==> config.mk <==
export PLATFORM = sky130hd
export DESIGN_NAME = merge_2x8x8b_seq
export DESIGN_NICKNAME = d
export VERILOG_FILES = /design/src/rtl/merge_2x8x8b_seq.sv
export SDC_FILE = /design/constraint.sdc
export NUM_CORES = 1
export LEC_CHECK = 0
export ABC_AREA = 1
export CORE_UTILIZATION = 45
export DETAILED_ROUTE_END_ITERATION = 12
export PLACE_DENSITY = 0.68
export SYNTH_ARGS = -nofsm -noshare
export SYNTH_HDL_FRONTEND = slang
export SYNTH_SLANG_ARGS = --single-unit
export TNS_END_PERCENT = 20
==> constraint.sdc <==
create_clock -name clk -period 3.7 [get_ports clk]
set_input_delay 0.555 -clock clk [delete_from_list [all_inputs] [get_ports clk]]
set_output_delay 0.555 -clock clk [all_outputs]
set_load 0.005 [all_outputs]
==> src/rtl/merge_2x8x8b_seq.sv <==
// merge_2x8x8b_seq
// Merges two ascending lists of eight unsigned bytes into one ascending
// stream of sixteen bytes, emitting one element per accepted output cycle.
//
// Ports:
//   clk        rising-edge clock
//   rst_n      asynchronous active-low reset
//   a_in       list A, element i in a_in[8i+7:8i], element 0 smallest
//   b_in       list B, same packing
//   in_valid   an A/B pair is offered
//   in_ready   block is idle and will take the pair
//   out_data   merged element
//   out_valid  out_data holds a valid element
//   out_ready  downstream takes out_data this cycle
//   out_last   out_data is the 16th element of the merge
//   order_err  the most recently loaded A or B was not ascending
//   busy       a merge is in progress
module merge_2x8x8b_seq (
  input  logic        clk,
  input  logic        rst_n,
  input  logic [63:0] a_in,
  input  logic [63:0] b_in,
  input  logic        in_valid,
  output logic        in_ready,
  output logic [7:0]  out_data,
  output logic        out_valid,
  input  logic        out_ready,
  output logic        out_last,
  output logic        order_err,
  output logic        busy
);

  localparam logic [0:0] IDLE  = 1'b0;
  localparam logic [0:0] MERGE = 1'b1;

  // Returns 1 when some element is greater than its successor.
  function automatic logic list_unsorted(input logic [63:0] lst);
    logic bad;
    bad = 1'b0;
    for (int i = 0; i < 7; i++) begin
      if (lst[8*i +: 8] > lst[8*(i+1) +: 8]) begin
        bad = 1'b1;
      end else begin
        bad = bad;
      end
    end
    return bad;
  endfunction

  logic [0:0]  state_r;
  logic [0:0]  state_next_s;
  logic [63:0] a_r;
  logic [63:0] b_r;
  logic [3:0]  ia_r;
  logic [3:0]  ib_r;
  logic [7:0]  out_data_r;
  logic        out_valid_r;
  logic        out_last_r;
  logic        order_err_r;
  logic        in_ready_r;

  logic        accept_s;
  logic        hs_s;
  logic        done_s;
  logic        load_s;
  logic [63:0] src_a_s;
  logic [63:0] src_b_s;
  logic [3:0]  ia_s;
  logic [3:0]  ib_s;
  logic [7:0]  elem_a_s;
  logic [7:0]  elem_b_s;
  logic        take_a_s;
  logic [7:0]  sel_data_s;
  logic        last_next_s;

  assign in_ready  = in_ready_r;
  assign out_data  = out_data_r;
  assign out_valid = out_valid_r;
  assign out_last  = out_last_r;
  assign order_err = order_err_r;
  assign busy      = (state_r == MERGE);

  // Handshakes, next state and selection of the next merged element.
  // On the accept edge the first element is chosen straight from the input
  // ports so that out_valid rises the very next cycle; ia/ib then count
  // how many elements of each list have been moved into the output register.
  always_comb begin
    accept_s = in_valid && in_ready_r;
    hs_s     = out_valid_r && out_ready;
    done_s   = hs_s && out_last_r;
    load_s   = accept_s || ((state_r == MERGE) && hs_s && !out_last_r);

    if (accept_s) begin
      src_a_s = a_in;
      src_b_s = b_in;
      ia_s    = 4'd0;
      ib_s    = 4'd0;
    end else begin
      src_a_s = a_r;
      src_b_s = b_r;
      ia_s    = ia_r;
      ib_s    = ib_r;
    end

    // Index 8 means the list is exhausted; the low three bits then wrap,
    // which is harmless because take_a_s ignores that list's element.
    elem_a_s = src_a_s[{ia_s[2:0], 3'b000} +: 8];
    elem_b_s = src_b_s[{ib_s[2:0], 3'b000} +: 8];

    if (ib_s == 4'd8) begin
      take_a_s = 1'b1;
    end else if (ia_s == 4'd8) begin
      take_a_s = 1'b0;
    end else begin
      take_a_s = (elem_a_s <= elem_b_s);
    end

    if (take_a_s) begin
      sel_data_s = elem_a_s;
    end else begin
      sel_data_s = elem_b_s;
    end

    last_next_s = ((ia_s + ib_s) == 4'd15);

    case (state_r)
      IDLE: begin
        if (accept_s) begin
          state_next_s = MERGE;
        end else begin
          state_next_s = IDLE;
        end
      end
      MERGE: begin
        if (done_s) begin
          state_next_s = IDLE;
        end else begin
          state_next_s = MERGE;
        end
      end
      default: state_next_s = IDLE;
    endcase
  end

  // State, ready flag and captured input lists.
  always_ff @(posedge clk or negedge rst_n) begin
    if (!rst_n) begin
      state_r     <= IDLE;
      in_ready_r  <= 1'b0;
      a_r         <= 64'h0;
      b_r         <= 64'h0;
      order_err_r <= 1'b0;
    end else begin
      state_r    <= state_next_s;
      in_ready_r <= (state_next_s == IDLE);
      if (accept_s) begin
        a_r         <= a_in;
        b_r         <= b_in;
        order_err_r <= list_unsorted(a_in) || list_unsorted(b_in);
      end
    end
  end

  // Output register and read indices; holds while the consumer stalls.
  always_ff @(posedge clk or negedge rst_n) begin
    if (!rst_n) begin
      ia_r        <= 4'd0;
      ib_r        <= 4'd0;
      out_data_r  <= 8'h00;
      out_valid_r <= 1'b0;
      out_last_r  <= 1'b0;
    end else if (load_s) begin
      ia_r        <= ia_s + {3'b000, take_a_s};
      ib_r        <= ib_s + {3'b000, !take_a_s};
      out_data_r  <= sel_data_s;
      out_valid_r <= 1'b1;
      out_last_r  <= last_next_s;
    end else if (done_s) begin
      out_valid_r <= 1'b0;
      out_last_r  <= 1'b0;
    end
  end

endmodule

==> flow_metrics.py, run 1 <==
metrics = {
    "outcome": {
        "status": "finished clean",
    },
    "drt": {
        "vias_per_cell": 5.07,
        "ant_nets": 0,
        "drc": 0,
        "detail_route.first_pass.iterations": 5,
        "drt_wl_total_mm": 28.5,
        "vias": 9598,
        "routedWlPerCell_um": 15.0,
        "drt_iter0_markers": 590,
    },
    "clocking": {
        "clock_sinks": 149,
        "cts_tree": "done",
        "htree_levels": 4,
        "clkLatencyLatePin_ns": 0.43,
        "cts_root_buf": "clkbuf_16",
        "cts_buffers": 17,
        "path_clk_slew_ns": 0.06,
        "cts_buffer_depth": 2,
        "cts-hold-fix-buffers": 0,
    },
    "yosys": {
        "synth_seq_area_share": 0.363,
        "netlist_area_um2": 10300,
        "syn_area_per_cell_um2": 7.40,
        "synth_flop_cell": "dfrtp_1",
        "synth-seq-cells": 149,
        "synth_cell_types": 35,
        "netlist_top_cells_area": "dfrtp_1 (36%), nand2_1 (16%), ha_1 (15%)",
        "synth_most_common_cell": "nand2_1",
        "synthTopCellsByCount": "nand2_1 (432), inv_1 (236), dfrtp_1 (149)",
        "syn_inst": 1386,
        "yosysWarnings": 0,
        "syn-num-nets": 1646,
        "synthDominantCellAreaShare": 0.363,
        "synth-async-reset-ratio": 1.00,
        "synth_edf_count": 0,
        "synth_area_leader_cell": "dfrtp_1",
    },
    "sta": {
        "setup_violations": 0,
        "clock.fmax_mhz": 295,
        "fin_skew_ns": 0.00802,
        "period_minus_slack_ns": 3.39,
        "slew_headroom": 0.563,
        "worst_slew_pin_slew_ns": 0.655,
        "tns_ns": 0,
        "period_share": 0.916,
        "hold_violations": 0,
        "rsz0062_at_grt": "false",
        "finalMaxSlewViolations": 0,
    },
    "critical_path": {
        "critPathMostFrequentCell": "nand2_1",
        "slowest_delay_ns": 0.48,
        "crit_start": "in_ready$_DFF_PN0_",
        "cp_cell_sequence": "nand2_8, buf_4, buf_12, nand2_1, o21ai_2, nor2_1, o211ai_1, nand2_1, ha_1, nand2_1, o21ai_0, nand2_1, nand2_1, nand2_1, nand2_2, nand2_2, ha_1, ha_1, nand2_1, o21ai_0",
        "crit_path_end_kind": "register",
        "cp_num_buf_inv": 2,
        "required_ns": 3.99,
        "r2r_start": "in_ready$_DFF_PN0_",
        "crit_slowest_cell": "dfrtp_1",
        "crit_fanout": 38,
        "crit_path_start_kind": "register",
        "crit_arrival_ns": 3.68,
        "cp_top_family": "simple AND/OR/NAND/NOR gates",
        "critPathKind": "reg -> reg",
    },
    "pwr": {
        "total_power_mw": 10.1,
        "powerDensity_nw_per_um2": 758,
        "vdd_drop_max_mv": 0.365,
        "leakage_nw": 7.25,
    },
    "cells_and_area": {
        "fin_nets": 1861,
        "layout-drive-gt1-share": 0.0948,
        "syn2layout_area_growth_pct": 29.7,
        "stdcell_area_um2": 13300,
        "final_util": 0.603,
        "nFillCells": 1966,
        "antenna_cells": 0,
    },
    "grt": {
        "grt_pass1_vias": 9467,
        "grt_first_pass_wirelength_mm": 46.7,
        "antenna_found_initial": 0,
        "grt_max_degree": 67,
        "overflow": 0,
        "grt_use_total": 0.253,
    },
    "place": {
        "globalplace.congestion": 0.860,
        "hpwlAfterDp_mm": 22.6,
        "place_area_um2": 12600,
        "portBuffers": 144,
    },
    "die": {
        "die_h_um": 153,
        "ios": 145,
        "die_area_um2": 23400,
        "core_region_area_um2": 22100,
        "std_cell_rows": 54,
        "die_w_um": 153,
        "start_util": 0.464,
    },
    "job": {
        "max_cap_violations": 0,
    },
    "worst_hold_path": {
        "holdCritPathClass": "in -> async",
    },
}
kinds of logic after synthesis:
group,after synthesis,share of synthesized area
AO/OA/AOI/OAI,250,0.137
XOR/XNOR,3,0.00256
adder cells (fa/ha/maj),128,0.157
buffers and inverters,289,0.115
flip-flops,149,0.363
AND/OR/NAND/NOR,567,0.225
flip-flops by register name, summed over array words and instances, names as in the netlist:
register and flops:
ib_r 4, b_r 64, busy 1, out_last 1
a_r 64, out_valid 1, ia_r 4, out_data 8
in_ready 1, order_err 1
through the flow:
stage / hold WS (ns) / setup WS, ns / cells
4_1_cts: 0.151 / 0.134 / 1891
5_1_grt: 0.174 / 0.0703 / 1894
6_report: 0.124 / 0.312 / 1894
2_1_floorplan: 0.259 / 0.489 / 1386
3_3_place_gp: 0.454 / -0.180 / 1859
3_5_place_dp: 0.458 / -0.287 / 1859
timing repair:
| action | in CTS | in global routing |
|---|---|---|
| buffers inserted | 0 | 2 |
| resized for setup | 0 | 2 |
| setup endpoints to repair | 0 | 6 |
cell usage in the layout (no fill, tap or decap), types with 11 or more instances in the layout:
master           netlist  routed
o21ai_1               48      47
buf_4                  8      91
o21a_1                11      11
o211ai_1              28      28
nor2_1                36      36
clkbuf_16              0      17
dfrtp_1              149     149
nand3_1               62      62
nand4_1               18      18
o21ai_0               97      97
a21oi_1               45      45
nand2_1              432     432
inv_1                236     236
clkdlybuf4s50_1        0     142
ha_1                 127     127
where the power goes:
part / switching, mW / total [mW] / internal (mW)
registers: 0.372 / 2.77 / 2.40
logic: 3.02 / 5.42 / 2.40
clock network: 0.695 / 1.91 / 1.22
area by class of cell:
class | instances | area, µm² | area share
clock inverter | 12 | 201 | 0.0151
sequential | 149 | 3730 | 0.280
inverter | 240 | 901 | 0.0677
timing repair buffer | 244 | 2310 | 0.173
multi-input combinational | 949 | 5380 | 0.404
tap | 280 | 350 | 0.0263
clock buffer | 20 | 447 | 0.0335
final timing paths:
kind                            slack [ns]  cells past startpoint                  end
worst max-delay path                  0.31                     20  ia_r[1]$_DFFE_PN0P_
worst min-delay path                  0.12                      1    b_r[30]$_DFF_PN0_
worst max register to register        0.31                     20  ia_r[1]$_DFFE_PN0P_
worst min register to register        0.48                      2    b_r[55]$_DFF_PN0_
max in group asynchronous             2.66                      2    a_r[23]$_DFF_PN0_
min in group clk                      0.48                      2    b_r[55]$_DFF_PN0_
per-layer routing:
layer / vias up / part of all wire / GRT usage
met2: 260 / 0.49 / 0.439
met4: 0 / 0.021 / 0.0760
met5: - / 0 / 0
li1: 4866 / - / -
met1: 4431 / 0.45 / 0.325
met3: 41 / 0.042 / 0.0405
Note: power is estimated with default switching activity, not from simulation.
==> run 2, diff against run 1 <==
--- a/config.mk
+++ b/config.mk
@@ -7,6 +7,7 @@
 export LEC_CHECK = 0
 export ABC_AREA = 1
 export CORE_UTILIZATION = 45
+export CTS_CLUSTER_SIZE = 40
 export DETAILED_ROUTE_END_ITERATION = 12
 export PLACE_DENSITY = 0.68
 export SYNTH_ARGS = -nofsm -noshare
==> results of run 2 <==
Same layout as run 1: the final DEF is identical, and so are final timing and power.
==> run 3, diff against run 2 <==
--- a/config.mk
+++ b/config.mk
@@ -10,6 +10,7 @@
 export CTS_CLUSTER_SIZE = 40
 export DETAILED_ROUTE_END_ITERATION = 12
 export PLACE_DENSITY = 0.68
+export RECOVER_POWER = 25
 export SYNTH_ARGS = -nofsm -noshare
 export SYNTH_HDL_FRONTEND = slang
 export SYNTH_SLANG_ARGS = --single-unit
==> flow_metrics.py, run 3 (synthesized netlist as in run 1, its figures left out) <==
metrics = {
    "critical_path": {
        "crit_path_start_kind": "register",
        "crit_start": "in_ready$_DFF_PN0_",
        "crit_path_end_kind": "register",
        "slowest_delay_ns": 0.48,
        "cp_cell_sequence": "nand2_8, buf_4, buf_12, nand2_1, o21ai_2, nor2_1, o211ai_1, nand2_1, ha_1, nand2_1, o21ai_0, nand2_1, nand2_1, nand2_1, nand2_2, nand2_2, ha_1, ha_1, nand2_1, o21ai_0",
        "critPathKind": "reg -> reg",
        "crit_fanout": 38,
        "rr_endpoint": "ia_r[1]$_DFFE_PN0P_",
        "required_ns": 3.99,
        "critPathMostFrequentCell": "nand2_1",
        "cp_num_buf_inv": 2,
        "ff2ff_path_depth": 20,
        "r2r_start": "in_ready$_DFF_PN0_",
        "reg2reg_slack_ns": 0.32,
        "cp_top_family": "simple AND/OR/NAND/NOR gates",
        "crit_slowest_cell": "dfrtp_1",
        "crit_arrival_ns": 3.67,
    },
    "sta": {
        "clock.fmax_mhz": 296,
        "tns_ns": 0,
        "period_minus_slack_ns": 3.38,
        "period_share": 0.912,
        "finalMaxSlewViolations": 67,
        "fin_skew_ns": 0.00780,
        "hold_violations": 0,
        "worst_slew_pin_slew_ns": 1.75,
        "setup_slack_ns": 0.324,
        "rsz0062_at_grt": "false",
        "slew_headroom": -0.168,
        "setup_violations": 0,
    },
    "drt": {
        "drt_iter0_markers": 629,
        "detail_route.first_pass.iterations": 5,
        "drt_wl_total_mm": 28.5,
        "routedWlPerCell_um": 15.1,
        "ant_nets": 0,
        "drc": 0,
        "vias": 9581,
        "vias_per_cell": 5.06,
    },
    "outcome": {
        "violations": "capacitance limit, slew limit",
        "status": "complete, but fails checks",
    },
    "pwr": {
        "leakage_nw": 7.24,
        "power_frac_clock": 0.189,
        "vdd_drop_max_mv": 0.367,
        "sw_frac_of_total": 0.405,
        "powerDensity_nw_per_um2": 759,
        "p_int_mw": 6.01,
        "power_frac_comb": 0.537,
        "total_power_mw": 10.1,
        "seq_power_share": 0.274,
        "p_switching_mw": 4.09,
    },
    "worst_hold_path": {
        "holdCritPathClass": "reg -> reg",
        "hold_depth": 2,
        "min_to": "b_r[55]$_DFF_PN0_",
        "hold_path_startpoint": "b_r[55]$_DFF_PN0_",
    },
    "grt": {
        "antenna_found_initial": 0,
        "overflow": 0,
        "grt_max_degree": 67,
        "grt_use_total": 0.253,
        "grt_pass1_vias": 9467,
        "grt_first_pass_wirelength_mm": 46.7,
    },
    "die": {
        "std_cell_rows": 54,
        "core_region_area_um2": 22100,
        "ios": 145,
        "die_w_um": 153,
        "die_h_um": 153,
        "start_util": 0.464,
        "die_area_um2": 23400,
    },
    "clocking": {
        "cts_tree": "done",
        "cts_root_buf": "clkbuf_16",
        "clock_sinks": 149,
        "path_clk_slew_ns": 0.06,
        "clkLatencyLatePin_ns": 0.43,
        "htree_levels": 4,
        "cts_buffers": 17,
        "cts_buffer_depth": 2,
    },
    "cells_and_area": {
        "final_cell_mix": "nand2_1 (432), inv_1 (236), dfrtp_1 (149)",
        "syn2layout_area_growth_pct": 29.7,
        "stdcell_area_um2": 13300,
        "regArea_um2": 3730,
        "nFillCells": 1969,
        "final_common_cell": "nand2_1",
        "antenna_cells": 0,
        "layout-drive-gt1-share": 0.0942,
        "multi_input_area_um2": 5380,
        "fin_nets": 1861,
    },
    "place": {
        "place_ws_ns": -0.287,
        "hpwlAfterDp_mm": 22.6,
        "place_area_um2": 12600,
        "portBuffers": 144,
        "globalplace.congestion": 0.860,
    },
    "job": {
        "max_cap_violations": 1,
    },
}
run 3: worst max-delay path by stage:
stage | endpoint | slack [ns] | cells after the start
2_1_floorplan | ib_r[1]$_DFFE_PN0P_ | 0.49 | 22
3_3_place_gp | ib_r[1]$_DFFE_PN0P_ | -0.18 | 22
3_5_place_dp | ia_r[1]$_DFFE_PN0P_ | -0.29 | 21
4_1_cts | ia_r[1]$_DFFE_PN0P_ | 0.13 | 21
5_1_grt | ia_r[1]$_DFFE_PN0P_ | 0.07 | 20
6_report | ia_r[1]$_DFFE_PN0P_ | 0.32 | 20
run 3: area by class of cell:
cell class / count / share of cell area
Clock buffer: 20 / 0.0336
Clock inverter: 12 / 0.0151
Inverter: 240 / 0.0677
Multi-Input combinational cell: 949 / 0.404
Sequential cell: 149 / 0.280
Tap cell: 280 / 0.0263
Timing Repair Buffer: 244 / 0.173
run 3: repair_timing:
item	4_1_cts	5_1_grt
gates resized for setup	0	2
buffers inserted	0	2
endpoints found under the setup margin	0	6
hold buffers	0	0
run 3: worst reg2reg max path, cell delays in order (launching register included):
cell,delay [ns]
dfrtp_1,0.48
nand2_8,0.17
buf_4,0.18
buf_12,0.20
nand2_1,0.09
o21ai_2,0.08
nor2_1,0.06
o211ai_1,0.29
nand2_1,0.16
ha_1,0.32
nand2_1,0.07
o21ai_0,0.18
nand2_1,0.07
nand2_1,0.06
nand2_1,0.06
nand2_2,0.07
nand2_2,0.07
ha_1,0.22
ha_1,0.28
nand2_1,0.06
o21ai_0,0.08
run 3: metrics by stage:
step	instances	util	hold slack [ns]
final	1894	0.602	0.477
after global placement	1859	0.572	0.454
after floorplan	1386	-	0.259
after global routing	1894	0.602	0.499
after detailed placement	1859	0.572	0.458
after CTS	1891	0.601	0.151
run 3: power by group through the flow:
stage	combinational (mW)	sequential, mW	clock [mW]
2_1_floorplan	3.27	2.66	0
3_3_place_gp	5.23	2.76	0
3_5_place_dp	5.36	2.78	0
4_1_cts	5.41	2.76	1.93
5_1_grt	6.12	2.85	2.00
6_report	5.42	2.77	1.91
run 3: layer usage:
layer	up-vias	global-route usage	routed length, µm
li1	4862	-	-
met1	4438	0.325	12900
met2	245	0.439	13900
met3	36	0.0405	1100
met4	0	0.0760	560
met5	-	0	0
